===== src/rtl/uart_program_loader.sv =====
`default_nettype none
// ============================================================================
// Module  : uart_program_loader
// Brief   : UART boot loader; fills program memory, replies ACK/NAK, releases CPU.
// Revision: 1.0
// ============================================================================
module uart_program_loader #(
  parameter int NB_INSTRUC = 16,
  parameter int NB_ADDR    = 11,
  parameter int RAM_DEPTH  = 2048,
  parameter int DBIT       = 8,
  parameter logic [DBIT-1:0] START_CMD = 8'hA5,
  parameter logic [DBIT-1:0] ACK_BYTE  = 8'h06,
  parameter logic [DBIT-1:0] NAK_BYTE  = 8'h15
) (
  input  logic                  i_clk,
  input  logic                  i_rst,
  input  logic [DBIT-1:0]       i_rx_data,
  input  logic                  i_rx_done,
  input  logic                  i_tx_done,
  output logic                  o_tx_start,
  output logic [DBIT-1:0]       o_tx_data,
  output logic                  o_wr_en,
  output logic [NB_ADDR-1:0]    o_wr_addr,
  output logic [NB_INSTRUC-1:0] o_wr_data,
  output logic                  o_cpu_hold,
  output logic                  o_done,
  output logic                  o_error
);

  typedef enum logic [3:0] {
    ST_IDLE    = 4'd0,
    ST_LEN_HI  = 4'd1,
    ST_LEN_LO  = 4'd2,
    ST_DATA_HI = 4'd3,
    ST_DATA_LO = 4'd4,
    ST_CHECK   = 4'd5,
    ST_SEND    = 4'd6,
    ST_WAIT_TX = 4'd7,
    ST_RUN     = 4'd8
  } state_t;

  localparam logic [NB_INSTRUC-1:0] C_DEPTH    = NB_INSTRUC'(RAM_DEPTH);
  localparam logic [NB_INSTRUC-1:0] C_CNT_ONE  = NB_INSTRUC'(1);
  localparam logic [NB_ADDR-1:0]    C_ADDR_ONE = NB_ADDR'(1);

  state_t                r_state_q,    w_state_d;
  logic [DBIT-1:0]       r_len_hi_q,   w_len_hi_d;
  logic [DBIT-1:0]       r_hi_q,       w_hi_d;
  logic [DBIT-1:0]       r_chk_q,      w_chk_d;
  logic [NB_INSTRUC-1:0] r_cnt_q,      w_cnt_d;
  logic [NB_ADDR-1:0]    r_addr_q,     w_addr_d;
  logic                  r_ack_q,      w_ack_d;
  logic                  r_wr_en_q,    w_wr_en_d;
  logic [NB_ADDR-1:0]    r_wr_addr_q,  w_wr_addr_d;
  logic [NB_INSTRUC-1:0] r_wr_data_q,  w_wr_data_d;
  logic                  r_tx_start_q, w_tx_start_d;
  logic [DBIT-1:0]       r_tx_data_q,  w_tx_data_d;
  logic                  r_cpu_hold_q, w_cpu_hold_d;
  logic                  r_done_q,     w_done_d;
  logic                  r_error_q,    w_error_d;

  logic [NB_INSTRUC-1:0] w_len;
  assign w_len = {r_len_hi_q, i_rx_data};

  always_comb begin
    w_state_d    = r_state_q;
    w_len_hi_d   = r_len_hi_q;
    w_hi_d       = r_hi_q;
    w_chk_d      = r_chk_q;
    w_cnt_d      = r_cnt_q;
    w_addr_d     = r_addr_q;
    w_ack_d      = r_ack_q;
    w_wr_en_d    = 1'b0;
    w_wr_addr_d  = r_wr_addr_q;
    w_wr_data_d  = r_wr_data_q;
    w_tx_start_d = 1'b0;
    w_tx_data_d  = r_tx_data_q;
    w_cpu_hold_d = r_cpu_hold_q;
    w_done_d     = r_done_q;
    w_error_d    = r_error_q;
    case (r_state_q)
      ST_IDLE: begin
        if (i_rx_done && i_rx_data == START_CMD) begin
          w_error_d = 1'b0;
          w_state_d = ST_LEN_HI;
        end
      end
      ST_LEN_HI: begin
        if (i_rx_done) begin
          w_len_hi_d = i_rx_data;
          w_state_d  = ST_LEN_LO;
        end
      end
      ST_LEN_LO: begin
        if (i_rx_done) begin
          if (w_len == '0 || w_len > C_DEPTH) begin
            w_tx_data_d = NAK_BYTE;
            w_ack_d     = 1'b0;
            w_state_d   = ST_SEND;
          end else begin
            w_cnt_d   = w_len;
            w_addr_d  = '0;
            w_chk_d   = '0;
            w_state_d = ST_DATA_HI;
          end
        end
      end
      ST_DATA_HI: begin
        if (i_rx_done) begin
          w_hi_d    = i_rx_data;
          w_chk_d   = r_chk_q ^ i_rx_data;
          w_state_d = ST_DATA_LO;
        end
      end
      ST_DATA_LO: begin
        if (i_rx_done) begin
          w_wr_en_d   = 1'b1;
          w_wr_addr_d = r_addr_q;
          w_wr_data_d = {r_hi_q, i_rx_data};
          w_chk_d     = r_chk_q ^ i_rx_data;
          w_addr_d    = r_addr_q + C_ADDR_ONE;
          w_cnt_d     = r_cnt_q - C_CNT_ONE;
          w_state_d   = (r_cnt_q == C_CNT_ONE) ? ST_CHECK : ST_DATA_HI;
        end
      end
      ST_CHECK: begin
        if (i_rx_done) begin
          w_ack_d     = (i_rx_data == r_chk_q);
          w_tx_data_d = (i_rx_data == r_chk_q) ? ACK_BYTE : NAK_BYTE;
          w_state_d   = ST_SEND;
        end
      end
      ST_SEND: begin
        w_tx_start_d = 1'b1;
        w_state_d    = ST_WAIT_TX;
      end
      ST_WAIT_TX: begin
        // Received bytes are dropped here; only the transmitter matters.
        if (i_tx_done) begin
          if (r_ack_q) begin
            w_cpu_hold_d = 1'b0;
            w_done_d     = 1'b1;
            w_state_d    = ST_RUN;
          end else begin
            w_error_d = 1'b1;
            w_state_d = ST_IDLE;
          end
        end
      end
      ST_RUN: begin
        if (i_rx_done && i_rx_data == START_CMD) begin
          w_cpu_hold_d = 1'b1;
          w_done_d     = 1'b0;
          w_error_d    = 1'b0;
          w_state_d    = ST_LEN_HI;
        end
      end
      default: w_state_d = ST_IDLE;
    endcase
  end

  always_ff @(posedge i_clk) begin
    if (i_rst) begin
      r_state_q    <= ST_IDLE;
      r_len_hi_q   <= '0;
      r_hi_q       <= '0;
      r_chk_q      <= '0;
      r_cnt_q      <= '0;
      r_addr_q     <= '0;
      r_ack_q      <= 1'b0;
      r_wr_en_q    <= 1'b0;
      r_wr_addr_q  <= '0;
      r_wr_data_q  <= '0;
      r_tx_start_q <= 1'b0;
      r_tx_data_q  <= '0;
      r_cpu_hold_q <= 1'b1;
      r_done_q     <= 1'b0;
      r_error_q    <= 1'b0;
    end else begin
      r_state_q    <= w_state_d;
      r_len_hi_q   <= w_len_hi_d;
      r_hi_q       <= w_hi_d;
      r_chk_q      <= w_chk_d;
      r_cnt_q      <= w_cnt_d;
      r_addr_q     <= w_addr_d;
      r_ack_q      <= w_ack_d;
      r_wr_en_q    <= w_wr_en_d;
      r_wr_addr_q  <= w_wr_addr_d;
      r_wr_data_q  <= w_wr_data_d;
      r_tx_start_q <= w_tx_start_d;
      r_tx_data_q  <= w_tx_data_d;
      r_cpu_hold_q <= w_cpu_hold_d;
      r_done_q     <= w_done_d;
      r_error_q    <= w_error_d;
    end
  end

  assign o_wr_en    = r_wr_en_q;
  assign o_wr_addr  = r_wr_addr_q;
  assign o_wr_data  = r_wr_data_q;
  assign o_tx_start = r_tx_start_q;
  assign o_tx_data  = r_tx_data_q;
  assign o_cpu_hold = r_cpu_hold_q;
  assign o_done     = r_done_q;
  assign o_error    = r_error_q;

endmodule
`default_nettype wire

===== config.mk =====
export PLATFORM = sky130hd
export DESIGN_NAME = uart_program_loader
export DESIGN_NICKNAME = d
export VERILOG_FILES = /design/src/rtl/uart_program_loader.sv
export SDC_FILE = /design/constraint.sdc
export NUM_CORES = 1
export LEC_CHECK = 0
export CAP_MARGIN = 0
export CORE_ASPECT_RATIO = 0.8
export CORE_MARGIN = 1.5
export CORE_UTILIZATION = 60
export CTS_CLUSTER_SIZE = 24
export DETAILED_ROUTE_END_ITERATION = 6
export PLACE_DENSITY = 0.85
export SLEW_MARGIN = 25
export SYNTH_ARGS = -nofsm -noshare
export SYNTH_HDL_FRONTEND = slang
export SYNTH_SLANG_ARGS = --single-unit
export TNS_END_PERCENT = 20

===== constraint.sdc =====
create_clock -name i_clk -period 3.75 [get_ports i_clk]
set_input_delay 0.75 -clock i_clk [delete_from_list [all_inputs] [get_ports i_clk]]
set_output_delay 0.75 -clock i_clk [all_outputs]
set_load 0.01 [all_outputs]

==> results of run 1 <==
## metal layers
layer	vias up	global-route usage	routed length, um
met3	17	0.0810	851
met5	-	0	0
met1	1886	0.390	4930
li1	1947	-	-
met2	158	0.441	4890
met4	0	0.0775	142
## critical path, cell delays in order
cell and delay (ns):
clkdlybuf4s50_1 0.48, or4_4 0.56, or4_4 0.58, nand3_1 0.24, mux2_2 0.37, a211oi_1 0.23
## power groups by stage
stage | clock [mW] | sequential (mW) | combinational [mW]
final | 0.735 | 1.12 | 0.853
after global routing | 0.774 | 1.14 | 0.936
after CTS | 0.740 | 1.12 | 0.840
after detailed placement | 0 | 1.14 | 0.834
after global placement | 0 | 1.14 | 0.809
after floorplan | 0 | 1.11 | 0.649
## sequential cells by signal, indices dropped and copies added, names as in the netlist, 2 cells and up
name / flops
o_tx_data: 2
o_wr_addr: 11
o_wr_data: 16
r_addr_q: 11
r_chk_q: 8
r_cnt_q: 16
r_hi_q: 8
r_len_hi_q: 8
r_state_q: 4
## metrics by stage
stage | util | instances | power [mW] | area [sq um] | hold slack, ns
CTS | 0.732 | 653 | 2.70 | 5090 | 0.451
detailed placement | 0.701 | 637 | 1.98 | 4880 | 0.439
global route | 0.732 | 653 | 2.85 | 5090 | 0.472
global placement | 0.701 | 637 | 1.95 | 4880 | 0.436
finish | 0.732 | 653 | 2.71 | 5090 | 0.448
floorplan | - | 533 | 1.76 | 4360 | 0.432
## cell type report
type                    instances  area, sq um
flip-flops and latches         90         1800
fillers                       505         1860
multi-input cells             384         2300
inverters                       7         26.3
clock buffers                  12          145
well taps                      87          109
repair buffers                 69          643
clock inverters                 4         73.8
## cell usage after synthesis (6+ instances only)
master     n
a211oi_1  14
nand3_1   13
nand2_1   80
mux2i_1   17
nor2_1    48
inv_1      7
dfxtp_1   90
buf_4      7
o21ai_0   20
a21o_1     9
a21oi_1   64
nor3_1     9
clkbuf_1  36
o31ai_1    8
a31oi_1    6
## worst min-delay path by stage
| stage | to | slack (ns) | start | cells past startpoint |
|---|---|---|---|---|
| 6_report | o_tx_data[2] | 0.45 | o_tx_data[2] | 2 |
| 5_1_grt | o_tx_data[2] | 0.47 | o_tx_data[2] | 2 |
| 4_1_cts | o_tx_data[2] | 0.45 | o_tx_data[2] | 2 |
| 3_5_place_dp | o_tx_data[2] | 0.44 | o_tx_data[2] | 2 |
| 3_3_place_gp | o_tx_data[2] | 0.44 | o_tx_data[2] | 2 |
| 2_1_floorplan | o_wr_data[10] | 0.43 | r_hi_q[2] | 2 |
## cells by family after synthesis
| group | Yosys count | synth area share |
|---|---|---|
| flip-flops | 90 | 0.414 |
| AO/OA/AOI/OAI | 151 | 0.232 |
| AND/OR/NAND/NOR | 198 | 0.221 |
| buffers and inverters | 59 | 0.0615 |
| adder cells (fa/ha/maj) | 3 | 0.00863 |
| other | 1 | 0.000862 |
| multiplexers | 19 | 0.0443 |
| XOR/XNOR | 9 | 0.0181 |
==> out/results.md, run 1 <==
## Synth
* 0 — Ys Warns
* 4350 sq um — synthesized area
* 0 — EDFF count, synth
* 0 — post-synthesis async set-or-reset flop share
* 8.21 sq um — Mapped Avg Cell Area
* 90 — number of storage elements in the synthesis netlist
* dfxtp_1 — Post-synth top flop
* 530 — Mapped Cells
* 60 — number of distinct library cells after synthesis
* 0.414 — share of the yosys chip area belonging to registers
* dfxtp_1, a21oi_1, nand2_1 — largest cells by area after synthesis
* dfxtp_1 — post-synthesis cell type with the largest combined area
* 0.414 — share of the synthesized area in the top cell type

## Finish
* 0.104 — share of cells above drive strength 1
* dfxtp_1 — most common cell after layout, fill and taps aside
* 576 — nets@finish
* dfxtp_1, nand2_1, a21oi_1 — most frequent cells in the layout
* 17.1% — Syn-to-layout area delta
* 0 — number of inserted diodes

## STA
* 0.479 — remaining max-slew budget at the tightest pin
* 0.831 ns — setup slack of the critical path after layout
* 0 — setup-violating endpoint count in the final report
* 0.0102 ns — maximum clock skew at final layout
* 0 ns — final-layout setup total negative slack
* 2.92 ns — final period demand of the worst path
* 343 MHz — achievable frequency
* 0 — final count of hold timing violations
* 0.771 ns — worst slew pin tran
* 0 — final-report max-slew violation count
* false — RSZ-0062 raised after global routing
* 0.778 — final period utilization

## Place
* 47 — I/O Buffers
* 7320 um — total half-perimeter wirelength after legalization and detailed placement
* 0.939 — placer congestion estimate
* 0.477 ns — worst setup slack before clock tree synthesis

## Clock tree
* 90 — sink count of the clock tree
* 0 — Hold Buf Count CTS
* 0 — buffer count from post-CTS setup fixing
* 3 — H-tree levels
* 0.36 ns — clock latency on the worst-skew pair
* 0.09 ns — clock transition time at the flip-flop clock pins of the worst setup and hold paths
* 9 — number of CTS-inserted buffers
* 2 — clk buf depth
* 0 — Gates resized, CTS repair
* done — clock tree from TritonCTS
* clkbuf_8 — buffer type at the clock tree root

## Critical path
* flop — type of destination of the critical path
* r_state_q[2] — startpoint of the worst register-to-register path
* 4.03 ns — required arrival time at the worst endpoint
* 1.18 ns — worst setup slack for register-to-register paths
* in2reg — classification of the worst setup path
* r_cnt_q[6] — critical path capture point
* i_rx_data[4] — launch point of the worst path
* 5 — top fanout value on the critical path
* r_chk_q[6] — capture instance of the worst register-to-register path
* primary input — Critical Path Source Type
* 6 — cells on worst reg2reg path
* 3.20 ns — data arrival time at the worst-slack endpoint

## Floorplan
* 0.625 — effective utilization at floorplan
* 27 — # rows
* 98.2 um — die boundary width
* 52 — number of ports placed on the die boundary
* 6960 sq um — Placeable Area
* 79.2 um — die height
* 7780 sq um — DIE AREA

## GRT
* 17600 um — wire length of the first global-routing pass
* 3627 — via count of the first global-routing pass
* 0 — overflow left after global routing
* 0.284 — GR Util All Layers
* 49 — maximum number of pins on one net before global-route repair
* 0 — initial antenna violation count

## Routing
* 10800 um — total wire length
* 4008 — total via count in the routed design
* 5 — detailed-routing iteration count for the pre-antenna-repair pass
* 0 — number of antenna-violating nets in the routed design
* 328 — number of design-rule violations left by the first detailed-router iteration
* 6.14 — routed via count divided by cell count
* 0 — post-route DRC violation count
* 16.6 um — detailed-route wire length per cell

## Status
* finished, final reports clean — status

## Pwr
* 0.330 mV — IR drop worst, VDD
* 0.954 mW — P_sw
* 532 nW/um^2 — areal power density over the cells
* 0.414 — Reg power frac
* 0.271 — share of power burned in the clock network
* 1.82 nW — cell leakage power
* 0.352 — sw frac
* 0.315 — share of total power in combinational logic
* 1.76 mW — design internal power

## Worst hold path
* reg2reg — path category of the worst min-delay check

## Job
* 0 — maxcap violations

(Power assumes the default switching activity.)
==> inputs of run 2 (changes only) <==
CORE_UTILIZATION = 56   (was 60)
PLACE_DENSITY = 0.8   (was 0.85)
clock period = 2.84 ns   (was 3.75 ns; I/O delays follow)
==> out/results.md, run 2 (same netlist as run 1, synthesis figures left out) <==
## Status
* finished, final reports clean — status

## GRT
* 3653 — via count of the first global-routing pass, +0.72%
* 87 — maximum number of pins on one net before global-route repair, +78%
* 17800 um — wire length of the first global-routing pass, +0.82%
* 0.271 — GR Util All Layers, -0.0133
* 0 — initial antenna violation count, unchanged
* 0 — overflow left after global routing, unchanged

## Critical path
* r_cnt_q[0] — startpoint of the worst register-to-register path
* 8 — top fanout value on the critical path, +3
* r_cnt_q[14] — capture instance of the worst register-to-register path
* 3.11 ns — required arrival time at the worst endpoint, -0.92 ns
* primary input — Critical Path Source Type
* flop — type of destination of the critical path
* or4_4 — standard cell with the maximum stage delay on the critical path
* 0.49 ns — worst setup slack for register-to-register paths, -0.69 ns
* 2.89 ns — data arrival time at the worst-slack endpoint, -0.31 ns
* clkdlybuf4s50_1, or4_4, or4_4, a31oi_1, nor4_2, buf_4, a211oi_1 — worst path cell trace
* 0.58 ns — largest incremental delay on the critical path, about the same
* or4_4 — most frequent CP cell
* in2reg — classification of the worst setup path
* 7 — cells on worst reg2reg path, +1

## Routing
* 0 — number of antenna-violating nets in the routed design, unchanged
* 0 — post-route DRC violation count, unchanged
* 16.1 um — detailed-route wire length per cell, -3.0%
* 5.95 — routed via count divided by cell count, -3.0%
* 225 — number of design-rule violations left by the first detailed-router iteration, -31%
* 10900 um — total wire length, +0.76%
* 4037 — total via count in the routed design, +0.72%
* 6 — detailed-routing iteration count for the pre-antenna-repair pass, +1

## Worst hold path
* 2 — worst hold path stage count, unchanged
* o_tx_data[2] — Min-Delay Startpoint
* o_tx_data[2] — worst-case hold path end point
* reg2reg — path category of the worst min-delay check

## Job
* 0 — maxcap violations, unchanged

## Floorplan
* 102 um — die boundary width, +3.4%
* 8310 sq um — DIE AREA, +6.9%
* 28 — # rows, +3.7%
* 81.8 um — die height, +3.4%
* 52 — number of ports placed on the die boundary, unchanged
* 7460 sq um — Placeable Area, +7.2%
* 0.583 — effective utilization at floorplan, -0.0421

## Pwr
* 3.74 mW — overall power of the completed layout, +38%
* 1.87 nW — cell leakage power, +2.9%
* 0.466 mV — IR drop worst, VDD, +41%
* 719 nW/um^2 — areal power density over the cells, +35%

## STA
* false — RSZ-0062 raised after global routing
* 383 MHz — achievable frequency
* 0.450 — remaining max-slew budget at the tightest pin, -0.0298
* 2.61 ns — final period demand of the worst path
* 0.0125 ns — maximum clock skew at final layout, +0.00231 ns
* 0.920 — final period utilization
* 0.815 ns — worst slew pin tran, +0.0441 ns
* 0 — final count of hold timing violations, unchanged
* 0 — setup-violating endpoint count in the final report, unchanged
* 0 — final-report max-slew violation count, unchanged
* 0.445 ns — tightest hold margin, -0.00277 ns

## Clock tree
* 9 — number of CTS-inserted buffers, unchanged
* done — clock tree from TritonCTS
* 90 — sink count of the clock tree, unchanged
* 0.10 ns — clock transition time at the flip-flop clock pins of the worst setup and hold paths, about the same
* clkbuf_8 — buffer type at the clock tree root
* 3 — H-tree levels, unchanged
* 0.36 ns — clock latency on the worst-skew pair, about the same
* 0 — Hold Buf Count CTS, unchanged
* 0 — buffer count from post-CTS setup fixing, unchanged
* 2 — clk buf depth, unchanged
* 0 — Gates resized, CTS repair, unchanged

## Place
* 662 — number of placed instances, taps included, +3.9%
* 7330 um — total half-perimeter wirelength after legalization and detailed placement, about the same
* 47 — I/O Buffers, unchanged
* 0.882 — placer congestion estimate, -6.0%
* 4950 sq um — Post-DP Area, +1.5%

## Finish
* dfxtp_1, nand2_1, a21oi_1 — most frequent cells in the layout
* 19.6% — Syn-to-layout area delta
* 0 — number of inserted diodes, unchanged
* 583 — nets@finish, +1.2%
* 0.119 — share of cells above drive strength 1, +0.0144
* dfxtp_1 — most common cell after layout, fill and taps aside
* 5200 sq um — finished layout cell area, +2.2%
* 678 — Final Instance Count excl. Fillers, +3.8%
* 0.698 — final design utilization, -0.0346

## run 2: critical path: cells and delay by family
kind / cells / cell delay (ns)
buf+inv: 2 / 0.61
compound gates: 2 / 0.49
simple gates: 3 / 1.22
## run 2: how the worst max path moves through the flow
stage                      start            to  cells past startpoint
finish              i_rx_data[1]    r_chk_q[0]                      7
CTS                 i_rx_data[1]    r_chk_q[0]                      7
detailed placement  i_rx_data[1]    r_chk_q[0]                      7
global placement    i_rx_data[1]  o_tx_data[2]                      7
global route        i_rx_data[1]    r_chk_q[6]                      7
floorplan           i_rx_data[3]    r_cnt_q[6]                      6
## run 2: area by class of cell
cell class	instances	area, sq um
clock inverters	7	130
fillers	619	2260
clock buffers	9	124
multi-input cells	384	2300
repair buffers	76	696
well taps	105	131
flip-flops and latches	90	1800
inverters	7	26.3
## run 2: report_power, final
part | internal [mW] | switching, mW | total, mW
sequential | 1.36 | 0.107 | 1.47
clock | 0.604 | 0.505 | 1.11
combinational | 0.459 | 0.711 | 1.17
## run 2: metal layers
layer,GRT usage,routed length (um)
met5,0,0
met4,0.0750,106
met3,0.0766,785
met2,0.429,4970
met1,0.363,5040
## run 2: stage by stage
stage                     setup TNS, ns  setup WS (ns)
after global placement            -1.58        -0.0939
final                                 0          0.226
after global routing                  0          0.145
after floorplan                       0          0.220
after CTS                             0          0.232
after detailed placement          -3.25         -0.156
